## src/rtl/mmio_keysw_dev_if.sv

```systemverilog
// Load/store bus between the processor datapath and a memory-mapped device.
// The master drives the address, store data and strobes; the slave returns read data.
interface mmio_keysw_dev_if #(
  parameter int DBITS = 32
);
  logic [DBITS-1:0] abus;
  logic [DBITS-1:0] dbus_in;
  logic             we;
  logic             re;
  logic [DBITS-1:0] dbus_out;

  modport master (
    output abus, dbus_in, we, re,
    input  dbus_out
  );

  modport slave (
    input  abus, dbus_in, we, re,
    output dbus_out
  );
endinterface

```

## src/rtl/mmio_keysw_dev.sv

```systemverilog
// KEY/SW memory-mapped device: 2-flop synchronisers, per-group debounce,
// data registers, ready/overrun status and an optional interrupt request.
// Optional feature macro: MMIO_KEYSW_IRQ_EN (interrupt-enable bits and irq).
module mmio_keysw_dev #(
  parameter int                DBITS           = 32,
  parameter logic [DBITS-1:0]  ADDR_KEY        = 32'hF0000010,
  parameter logic [DBITS-1:0]  ADDR_SW         = 32'hF0000014,
  parameter logic [DBITS-1:0]  ADDR_KCTRL      = 32'hF0000110,
  parameter logic [DBITS-1:0]  ADDR_SCTRL      = 32'hF0000114,
  parameter int                KEY_BITS        = 4,
  parameter int                SW_BITS         = 10,
  parameter int                DEBOUNCE_CYCLES = 100000
) (
  input  logic                clk,
  input  logic                reset,
  mmio_keysw_dev_if.slave     bus,
  input  logic [KEY_BITS-1:0] KEY,
  input  logic [SW_BITS-1:0]  SW,
  output logic                irq
);

  localparam int CNT_W = (DEBOUNCE_CYCLES > 2) ? $clog2(DEBOUNCE_CYCLES) : 1;
  localparam logic [CNT_W-1:0] CNT_LAST = CNT_W'(DEBOUNCE_CYCLES - 1);

  logic [KEY_BITS-1:0] k_s1, k_s2, k_commit;
  logic [SW_BITS-1:0]  s_s1, s_s2, s_commit;
  logic [CNT_W-1:0]    k_cnt, s_cnt;
  logic                k_ready, k_ovr, s_ready, s_ovr;
  logic                k_ie, s_ie;

  // Commit fires only while the synchronised value differs, so every commit is a change.
  logic k_evt, s_evt;
  assign k_evt = (k_s2 != k_commit) && (k_cnt == CNT_LAST);
  assign s_evt = (s_s2 != s_commit) && (s_cnt == CNT_LAST);

  logic k_data_rd, s_data_rd, k_ctrl_wr, s_ctrl_wr;
  assign k_data_rd = bus.re && (bus.abus == ADDR_KEY);
  assign s_data_rd = bus.re && (bus.abus == ADDR_SW);
  assign k_ctrl_wr = bus.we && (bus.abus == ADDR_KCTRL);
  assign s_ctrl_wr = bus.we && (bus.abus == ADDR_SCTRL);

  // Only bits 2 and 8 of store data matter; the rest are deliberately dropped.
  logic unused_dbus;
  assign unused_dbus = ^bus.dbus_in;

  // Two-flop synchronisers for the raw board inputs.
  always_ff @(posedge clk or posedge reset) begin
    if (reset) begin
      k_s1 <= '1;
      k_s2 <= '1;
      s_s1 <= '0;
      s_s2 <= '0;
    end else begin
      k_s1 <= KEY;
      k_s2 <= k_s1;
      s_s1 <= SW;
      s_s2 <= s_s1;
    end
  end

  // KEY debounce: count consecutive cycles of disagreement, commit at the last count.
  always_ff @(posedge clk or posedge reset) begin
    if (reset) begin
      k_cnt    <= '0;
      k_commit <= '1;
    end else if (k_s2 == k_commit) begin
      k_cnt <= '0;
    end else if (k_evt) begin
      k_cnt    <= '0;
      k_commit <= k_s2;
    end else begin
      k_cnt <= k_cnt + 1'b1;
    end
  end

  // SW debounce: same scheme as the KEY group.
  always_ff @(posedge clk or posedge reset) begin
    if (reset) begin
      s_cnt    <= '0;
      s_commit <= '0;
    end else if (s_s2 == s_commit) begin
      s_cnt <= '0;
    end else if (s_evt) begin
      s_cnt    <= '0;
      s_commit <= s_s2;
    end else begin
      s_cnt <= s_cnt + 1'b1;
    end
  end

  // Ready/overrun status; a new event beats both a data load and an overrun clear.
  always_ff @(posedge clk or posedge reset) begin
    if (reset) begin
      k_ready <= 1'b0;
      k_ovr   <= 1'b0;
      s_ready <= 1'b0;
      s_ovr   <= 1'b0;
    end else begin
      if (k_evt)          k_ready <= 1'b1;
      else if (k_data_rd) k_ready <= 1'b0;
      if (k_evt && k_ready && !k_data_rd)   k_ovr <= 1'b1;
      else if (k_ctrl_wr && !bus.dbus_in[2]) k_ovr <= 1'b0;

      if (s_evt)          s_ready <= 1'b1;
      else if (s_data_rd) s_ready <= 1'b0;
      if (s_evt && s_ready && !s_data_rd)   s_ovr <= 1'b1;
      else if (s_ctrl_wr && !bus.dbus_in[2]) s_ovr <= 1'b0;
    end
  end

`ifdef MMIO_KEYSW_IRQ_EN
  // Interrupt-enable bits loaded from bit 8 of a control-register store.
  always_ff @(posedge clk or posedge reset) begin
    if (reset) begin
      k_ie <= 1'b0;
      s_ie <= 1'b0;
    end else begin
      if (k_ctrl_wr) k_ie <= bus.dbus_in[8];
      if (s_ctrl_wr) s_ie <= bus.dbus_in[8];
    end
  end

  // Registered interrupt request, one cycle behind its condition.
  always_ff @(posedge clk or posedge reset) begin
    if (reset) irq <= 1'b0;
    else       irq <= (k_ready && k_ie) || (s_ready && s_ie);
  end
`else
  assign k_ie = 1'b0;
  assign s_ie = 1'b0;
  assign irq  = 1'b0;
`endif

  // Combinational read mux; unmapped addresses return zero.
  always_comb begin
    bus.dbus_out = '0;
    if (bus.abus == ADDR_KEY) begin
      bus.dbus_out[KEY_BITS-1:0] = ~k_commit;
    end else if (bus.abus == ADDR_SW) begin
      bus.dbus_out[SW_BITS-1:0] = s_commit;
    end else if (bus.abus == ADDR_KCTRL) begin
      bus.dbus_out[0] = k_ready;
      bus.dbus_out[2] = k_ovr;
      bus.dbus_out[8] = k_ie;
    end else if (bus.abus == ADDR_SCTRL) begin
      bus.dbus_out[0] = s_ready;
      bus.dbus_out[2] = s_ovr;
      bus.dbus_out[8] = s_ie;
    end
  end

endmodule
```

## src/flat_wrapper.sv

```systemverilog
// flat-port wrapper written by rule: the top's interface ports become plain ports
module mmio_keysw_dev_flat 
#(
  parameter int                DBITS           = 32,
  parameter logic [DBITS-1:0]  ADDR_KEY        = 32'hF0000010,
  parameter logic [DBITS-1:0]  ADDR_SW         = 32'hF0000014,
  parameter logic [DBITS-1:0]  ADDR_KCTRL      = 32'hF0000110,
  parameter logic [DBITS-1:0]  ADDR_SCTRL      = 32'hF0000114,
  parameter int                KEY_BITS        = 4,
  parameter int                SW_BITS         = 10,
  parameter int                DEBOUNCE_CYCLES = 100000
)
  (clk, reset, KEY, SW, irq, bus_abus, bus_dbus_in, bus_we, bus_re, bus_dbus_out);
  mmio_keysw_dev_if #(.DBITS(DBITS)) bus_i ();
  input  logic clk;
  input  logic reset;
  input  logic [KEY_BITS-1:0] KEY;
  input  logic [SW_BITS-1:0] SW;
  output logic irq;
  input wire logic [$bits(bus_i.abus)-1:0] bus_abus;
  input wire logic [$bits(bus_i.dbus_in)-1:0] bus_dbus_in;
  input wire logic [$bits(bus_i.we)-1:0] bus_we;
  input wire logic [$bits(bus_i.re)-1:0] bus_re;
  output wire logic [$bits(bus_i.dbus_out)-1:0] bus_dbus_out;
  assign bus_i.abus = bus_abus;
  assign bus_i.dbus_in = bus_dbus_in;
  assign bus_i.we = bus_we;
  assign bus_i.re = bus_re;
  assign bus_dbus_out = bus_i.dbus_out;
  mmio_keysw_dev #(.DBITS(DBITS), .ADDR_KEY(ADDR_KEY), .ADDR_SW(ADDR_SW), .ADDR_KCTRL(ADDR_KCTRL), .ADDR_SCTRL(ADDR_SCTRL), .KEY_BITS(KEY_BITS), .SW_BITS(SW_BITS), .DEBOUNCE_CYCLES(DEBOUNCE_CYCLES)) u_core (.clk(clk), .reset(reset), .bus(bus_i), .KEY(KEY), .SW(SW), .irq(irq));
endmodule
```

## config.mk

```make
export PLATFORM = sky130hd
export DESIGN_NAME = mmio_keysw_dev_flat
export DESIGN_NICKNAME = d
export VERILOG_FILES = /design/src/rtl/mmio_keysw_dev_if.sv /design/src/rtl/mmio_keysw_dev.sv /design/src/flat_wrapper.sv
export SDC_FILE = /design/constraint.sdc
export NUM_CORES = 1
export LEC_CHECK = 0
export BUFFER_PORTS_ARGS = -buffer_cell sky130_fd_sc_hd__buf_2
export CAP_MARGIN = 5
export CORE_ASPECT_RATIO = 0.9
export CORE_MARGIN = 3
export CORE_UTILIZATION = 34
export CTS_BUF_LIST = sky130_fd_sc_hd__clkbuf_4
export DETAILED_ROUTE_END_ITERATION = 7
export PLACE_DENSITY = 0.58
export SKIP_LAST_GASP = 1
export SYNTH_ARGS = -nofsm -noshare
export SYNTH_HDL_FRONTEND = slang
export SYNTH_SLANG_ARGS = --single-unit
```

## constraint.sdc

```tcl
create_clock -name clk -period 2.5 [get_ports clk]
set_input_delay 0.125 -clock clk [delete_from_list [all_inputs] [get_ports clk]]
set_output_delay 0.125 -clock clk [all_outputs]
set_load 0.05 [all_outputs]
```

==> results of run 1 <==
[layer usage]
layer	track usage	share of wire	wire (um)
met1	0.177	0.48	3490
met2	0.183	0.44	3190
met3	0.0290	0.072	527
met4	0.0344	0.011	80
met5	0	0	0
[metrics by stage]
step | power, mW | worst slack [ps]
3_5_place_dp | 1.92 | 370
5_1_grt | 2.82 | 188
6_report | 2.64 | 374
3_3_place_gp | 1.91 | 396
2_1_floorplan | 1.84 | 200
4_1_cts | 2.68 | 374
[what timing repair did]
item	CTS	global route
hold buffers	15	0
setup buffers	0	0
endpoints found under the hold margin	44	0
[layout make-up]
type	count	share of cell area
well taps	148	0.0415
repair buffers	82	0.118
multi-input cells	233	0.356
clock inverters	7	0.0137
clock buffers	9	0.0151
flip-flops and latches	80	0.452
inverters	5	0.00420
[final timing paths]
| path | endpoint | slack, ps | start |
|---|---|---|---|
| worst min register to register | u_core.s_s2[7] | 370 | u_core.s_s1[7] |
| worst max-delay path | bus_dbus_out[1] | 370 | bus_abus[22] |
| worst max register to register | u_core.k_commit[3] | 410 | u_core.k_cnt[5] |
| max in group asynchronous | u_core.s_cnt[13] | 1410 | reset |
| worst min-delay path | u_core.s_ovr | 60 | bus_dbus_in[2] |
| min in group asynchronous | u_core.s_s1[3] | 410 | reset |
[where the power goes]
group / total (mW) / leakage (nW) / internal, mW / switching [mW]
Combinational: 0.359 / 0.922 / 0.148 / 0.211
Clock: 0.732 / 0.0732 / 0.229 / 0.502
Sequential: 1.55 / 0.998 / 1.42 / 0.137
Total: 2.64 / 1.99 / 1.79 / 0.850
[worst min-delay path: cells and delay by family]
kind            cells  cell delay, ps
simple gates        1             140
compound gates      2             140
buf+inv             1              70
[synth_stat cells, types with 5 or more instances]
| master | count | area (um^2) |
|---|---|---|
| nor2_1 | 22 | 82.6 |
| a211oi_1 | 6 | 45.0 |
| nand2_1 | 11 | 41.3 |
| xor2_1 | 19 | 166 |
| or3_1 | 5 | 31.3 |
| nand3_1 | 9 | 45.0 |
| o31ai_1 | 5 | 37.5 |
| buf_4 | 24 | 180 |
| dfstp_2 | 12 | 315 |
| mux2_2 | 10 | 113 |
| nor4b_1 | 5 | 43.8 |
| xnor2_1 | 21 | 184 |
| dfrtp_1 | 68 | 1700 |
| and4_1 | 9 | 78.8 |
| and2_1 | 9 | 56.3 |
| nor3_1 | 21 | 105 |
| buf_2 | 5 | 25.0 |
| inv_1 | 5 | 18.8 |
| nand4_1 | 19 | 119 |
[cell families after synthesis]
family,Yosys count,synth area share
AOI/OAI and AO/OA,24,0.0437
xor gates and xnor gates,40,0.0927
adders and majority gates,2,0.00662
buffers and inverters,38,0.0672
DFF,80,0.534
muxes,14,0.0457
other,1,0.000993
and+or+nand+nor,130,0.209
[state kept, by name, indices dropped and copies added (netlist names)]
| signal | cells |
|---|---|
| u_core.k_cnt | 17 |
| u_core.s_cnt | 17 |
| u_core.s_commit | 10 |
| u_core.s_s1 | 10 |
| u_core.s_s2 | 10 |
| u_core.k_commit | 4 |
| u_core.k_s1 | 4 |
| u_core.k_s2 | 4 |
| u_core.k_ovr | 1 |
| u_core.k_ready | 1 |
| u_core.s_ovr | 1 |
| u_core.s_ready | 1 |
==> impl_results.md, run 1 <==
- Normalized max-slew margin: 0.421
- Placer's final routability congestion estimate: ~0.8
- Number of buffer cells added on primary ports: 60
- Number of instances in the synthesized netlist: around 330
- Final max-slew violation count: 0
- Sum of routed wire length over all layers: 7290 um
- Clk sink count: 80
- DRT iter0 DRCs: 70
- Worst voltage drop across the vdd grid: 0.304 mV
- Req. time, crit path: 2380 ps
- Detailed Place HPWL: 5250 um
- Type of element capturing the critical path: primary output
- Final clock period utilization by the worst path: 0.850
- Leading cell types in the layout, fill and taps excluded: dfrtp_1, buf_2, conb_1
- Fin cells: about 560
- Die H: 106 um
- Cell count after placement: ~530
- Slowest CP cell: nor4b_1
- Total of warnings raised by yosys: 0
- Lkg Pwr: 1.99 nW
- Routed wire length per instance: 12.9 um
- Count of antenna diodes in the layout: 0
- Kind of start point of the critical path: input port
- Worst Hold Class: in2reg
- Core utilization of the finished layout: 0.423
- Final net count: 495
- Global-route total usage across every layer: 0.123
- Post-CTS resize count: 0
- Post-layout min period: between 2000 and 2500 ps
- Count of buffer and inverter cells on the critical path: 2
- Total I/O pin count: 115
- Maximum Capacitance Violations: 0
- Mean area per synthesized cell: 11.5 um^2
- Post-route cell area: 0.00447 mm^2
- Die Wd: between 100 and 150 um
- Avg Vias per Cell: 4.70
- Number of endpoints failing setup at the final stage: 0
- Multi-input combinational cell area: 0.00159 mm^2
- Post-DP Area: 0.00419 mm^2
- Standard cell core area: 0.0106 mm^2
- Maximum fanout along the worst path: 4
- Number of different library cells in the post-synthesis netlist: 46
- Commonest register cell after synthesis: dfrtp_1
- Most frequent standard cell in the layout excluding fill and tap cells: dfrtp_1
- Full die area: 0.0124 mm^2
- Total number of H-tree levels: 3
- Series of cell instances along the critical path: buf_2 > nor4b_1 > nand4_1 > or2_2 > nor3_1 > buf_2
- Run status: finished clean
- Max Buffers Root-to-Sink: 2
- Slew at the pin with the worst max-slew slack: 867 ps
- Final ANT Viol Nets: 0
- Initial core utilization: 0.358
- Via count: between 2000 and 3000
- Clock root buffer: clkbuf_4
- Flop and latch count out of synthesis: 80
- Cell count of the worst reg-to-reg path: 4
- Layout filler cell count: 1010
- CTS clk-pin slew, worst paths: around 150 ps
- Hold Path Cell Cnt: 4
- Row Count: 35
- Crit path depth: 6
- Drt drc: 0
- Fraction of final layout cells sized beyond drive strength 1: 0.286
- Total iterations of the first detailed-routing run: 4
- Fraction of synthesis flops using an asynchronous set or reset pin: 1.00
- Total CTS buffers: 9
- Antenna violations before repair: 0
- Pwr Density: 592 mW/mm^2
- Sequential cell area fraction in the yosys report: 0.534
- Wire length of the first global-routing pass: approximately 12000 um
- Worst Path Arrival: 2000 ps
- Maximum frequency from static timing analysis: roughly 470 MHz
- Worst path max stage delay: 510 ps
- CTS tree: built
- Clock Skews: 14.2 ps
- Type of the worst setup path: in2out
- Grt ovf: 0
- Dominant delay contributor by cell family on the critical path: simple AND/OR/NAND/NOR gates
- Sequential standard cell area: 0.00202 mm^2
- Area delta synth->final: 18.3%
- Worst skew pair latency: 440 ps
- Setup TNS Final: 0 ps
- Setup repair after global routing missed its margin: false
- Cell type with the highest occurrence count on the critical path: buf_2
- Post-synth design cell area: 0.00378 mm^2
- Largest net degree at the start of global routing: 44
- Final hold violations: 0
- Hold Slack: 59.7 ps
- Vias in the first global route: roughly 2500
- Post-synth EDFFs: 0
Power figures use the tool's default switching activity.
==> run 2, diff against run 1 <==
==> constraint.sdc (replaced) <==
create_clock -name clk -period 2.5 [get_ports clk]
set_input_delay 0.5 -clock clk [delete_from_list [all_inputs] [get_ports clk]]
set_output_delay 0.5 -clock clk [all_outputs]
set_load 0.05 [all_outputs]
==> run 2 against run 1 <==
Effect of this change: combinational power about the same; sequential share of layout area decreased by 0.93 points; largest power group unchanged; register-to-register slack improved by 20 ps; critical endpoint is now bus_dbus_out[0]; design area increased by 2.1%.
==> impl_results.md, run 2 (same netlist as run 1, synthesis figures left out) <==
- Clock Skews: 16.9 ps
- Most frequent standard cell in the layout excluding fill and tap cells: dfrtp_1
- Die Wd: 117 um
- Die H: 106 um
- Area delta synth->final: 20.7%
- CTS tree: built
- Normalized max-slew margin: 0.666
- Final ANT Viol Nets: 0
- Worst voltage drop across the vdd grid: 0.351 mV
- Number of endpoints failing setup at the final stage: 0
- Pwr Density: 575 mW/mm^2
- Final hold violations: 0
- Leading registers by flop count: u_core.k_cnt: 17 flops, u_core.s_cnt: 17 flops
- Standard cell core area: 0.0106 mm^2
- DRT iter0 DRCs: between 80 and 90
- CTS clk-pin slew, worst paths: 130 ps
- Reg2reg start: u_core.k_cnt[5]
- Sequential standard cell area: between 0.002 and 0.0025 mm^2
- Detailed Place HPWL: 5230 um
- Initial core utilization: 0.358
- Clk sink count: 80
- Cell count of the worst reg-to-reg path: 4
- Final net count: 487
- Wire length of the first global-routing pass: 11700 um
- Type of element capturing the critical path: primary output
- Vias in the first global route: 2504
- Multi-input combinational cell area: 0.00171 mm^2
- Full die area: 0.0124 mm^2
- Hold Slack: 161 ps
- Core utilization of the finished layout: 0.432
- Global-route total usage across every layer: 0.119
- Launch point of the worst path: bus_abus[22]
- Worst skew pair latency: 430 ps
- Maximum frequency from static timing analysis: about 410 MHz
- Hold buffers post-CTS: 0
- Worst Hold Class: in2reg
- Fraction of final layout cells sized beyond drive strength 1: 0.353
- Grt ovf: 0
- Post-route cell area: ~0.0046 mm^2
- Setup repair after global routing missed its margin: false
- Req. time, crit path: ~2000 ps
- Type of the worst setup path: in2out
- Placer's final routability congestion estimate: 0.828
- Routed wire length per instance: approximately 13 um
- Maximum Capacitance Violations: 0
- Via count: 2632
- Lkg Pwr: ~2.0 nW
- Max Buffers Root-to-Sink: 2
- Hold Path Cell Cnt: 1
- Number of buffer cells added on primary ports: 60
- Final clock period utilization by the worst path: 0.974
- Worst Path Arrival: just under 2000 ps
- Row Count: 35
- Drt drc: 0
- Count of antenna diodes in the layout: 0
- Avg Vias per Cell: 4.73
- Post-DP Area: 0.00424 mm^2
- Maximum fanout along the worst path: 4
- Total CTS buffers: 9
- Post-layout min period: 2430 ps
- Total iterations of the first detailed-routing run: 4
- Sum of routed wire length over all layers: 7270 um
- Final max-slew violation count: 0
- Layout filler cell count: 1003
- Slew at the pin with the worst max-slew slack: around 500 ps
- Leading cell types in the layout, fill and taps excluded: dfrtp_1, buf_2, conb_1
- Min-delay src: KEY[0]
- Largest net degree at the start of global routing: 43
- Antenna violations before repair: 0
- Total I/O pin count: around 120
- Total number of H-tree levels: 3
- Overall power of the completed layout: 2.62 mW
- Run status: finished clean
- Clock root buffer: clkbuf_4
- Kind of start point of the critical path: input port
[run 2: cell count changes in the layout (fill, tap and decap cells not counted), moves of 3 or more]
| cell | delta |
|---|---|
| nor4b_1 | -3 |
| buf_2 | -12 |
| dlygate4sd3_1 | -15 |
| and2_4 | +6 |
| and2_1 | -6 |
| buf_6 | +10 |
| nor3_1 | -3 |
| buf_4 | +8 |
[run 2: final timing paths]
path,to,slack [ps]
max in group asynchronous,u_core.k_commit[1],1920
min reg2reg,u_core.s_s2[3],360
min in group asynchronous,u_core.k_cnt[2],180
max,bus_dbus_out[0],70
min,u_core.k_s1[0],160
max reg2reg,u_core.k_commit[1],430
[run 2: layer usage]
layer / GRT usage / share of wire / up-vias
met5: 0 / 0 / -
met4: 0.0344 / 0.012 / 0
met3: 0.0319 / 0.062 / 8
met2: 0.181 / 0.44 / 84
met1: 0.167 / 0.49 / 1263
li1: - / - / 1277
[run 2: area by class of cell]
type | count | area share
clock inverter | 7 | 0.0132
sequential | 80 | 0.442
tap | 148 | 0.0406
timing repair buffer | 74 | 0.110
clock buffer | 9 | 0.0148
inverter | 5 | 0.00494
multi-input combinational | 233 | 0.374
[run 2: through the flow]
| stage | std cells | TNS, ps | setup WS, ps |
|---|---|---|---|
| floorplan | 351 | -326 | -88.8 |
| global placement | 539 | -1030 | -143 |
| detailed placement | 539 | -871 | -135 |
| CTS | 556 | 0 | 6.42 |
| global route | 556 | 0 | 1.05 |
| finish | 556 | 0 | 65.9 |
[run 2: timing repair]
action | 4_1_cts | 5_1_grt
setup buffers | 1 | 0
setup endpoints to repair | 10 | 10
gates resized for setup | 15 | 29
pin swaps | 1 | 4
[run 2: power breakdown]
group | total, mW | internal, mW | switching (mW)
registers | 1.55 | 1.42 | 0.130
clock network | 0.714 | 0.224 | 0.490
logic | 0.361 | 0.141 | 0.220
total | 2.62 | 1.78 | 0.840
[run 2: critical path, cell delays in order]
cell and delay (ps):
buf_2 100, nor4b_2 260, buf_4 160, nand4_1 160, or2_4 320, a211oi_4 230, buf_6 200
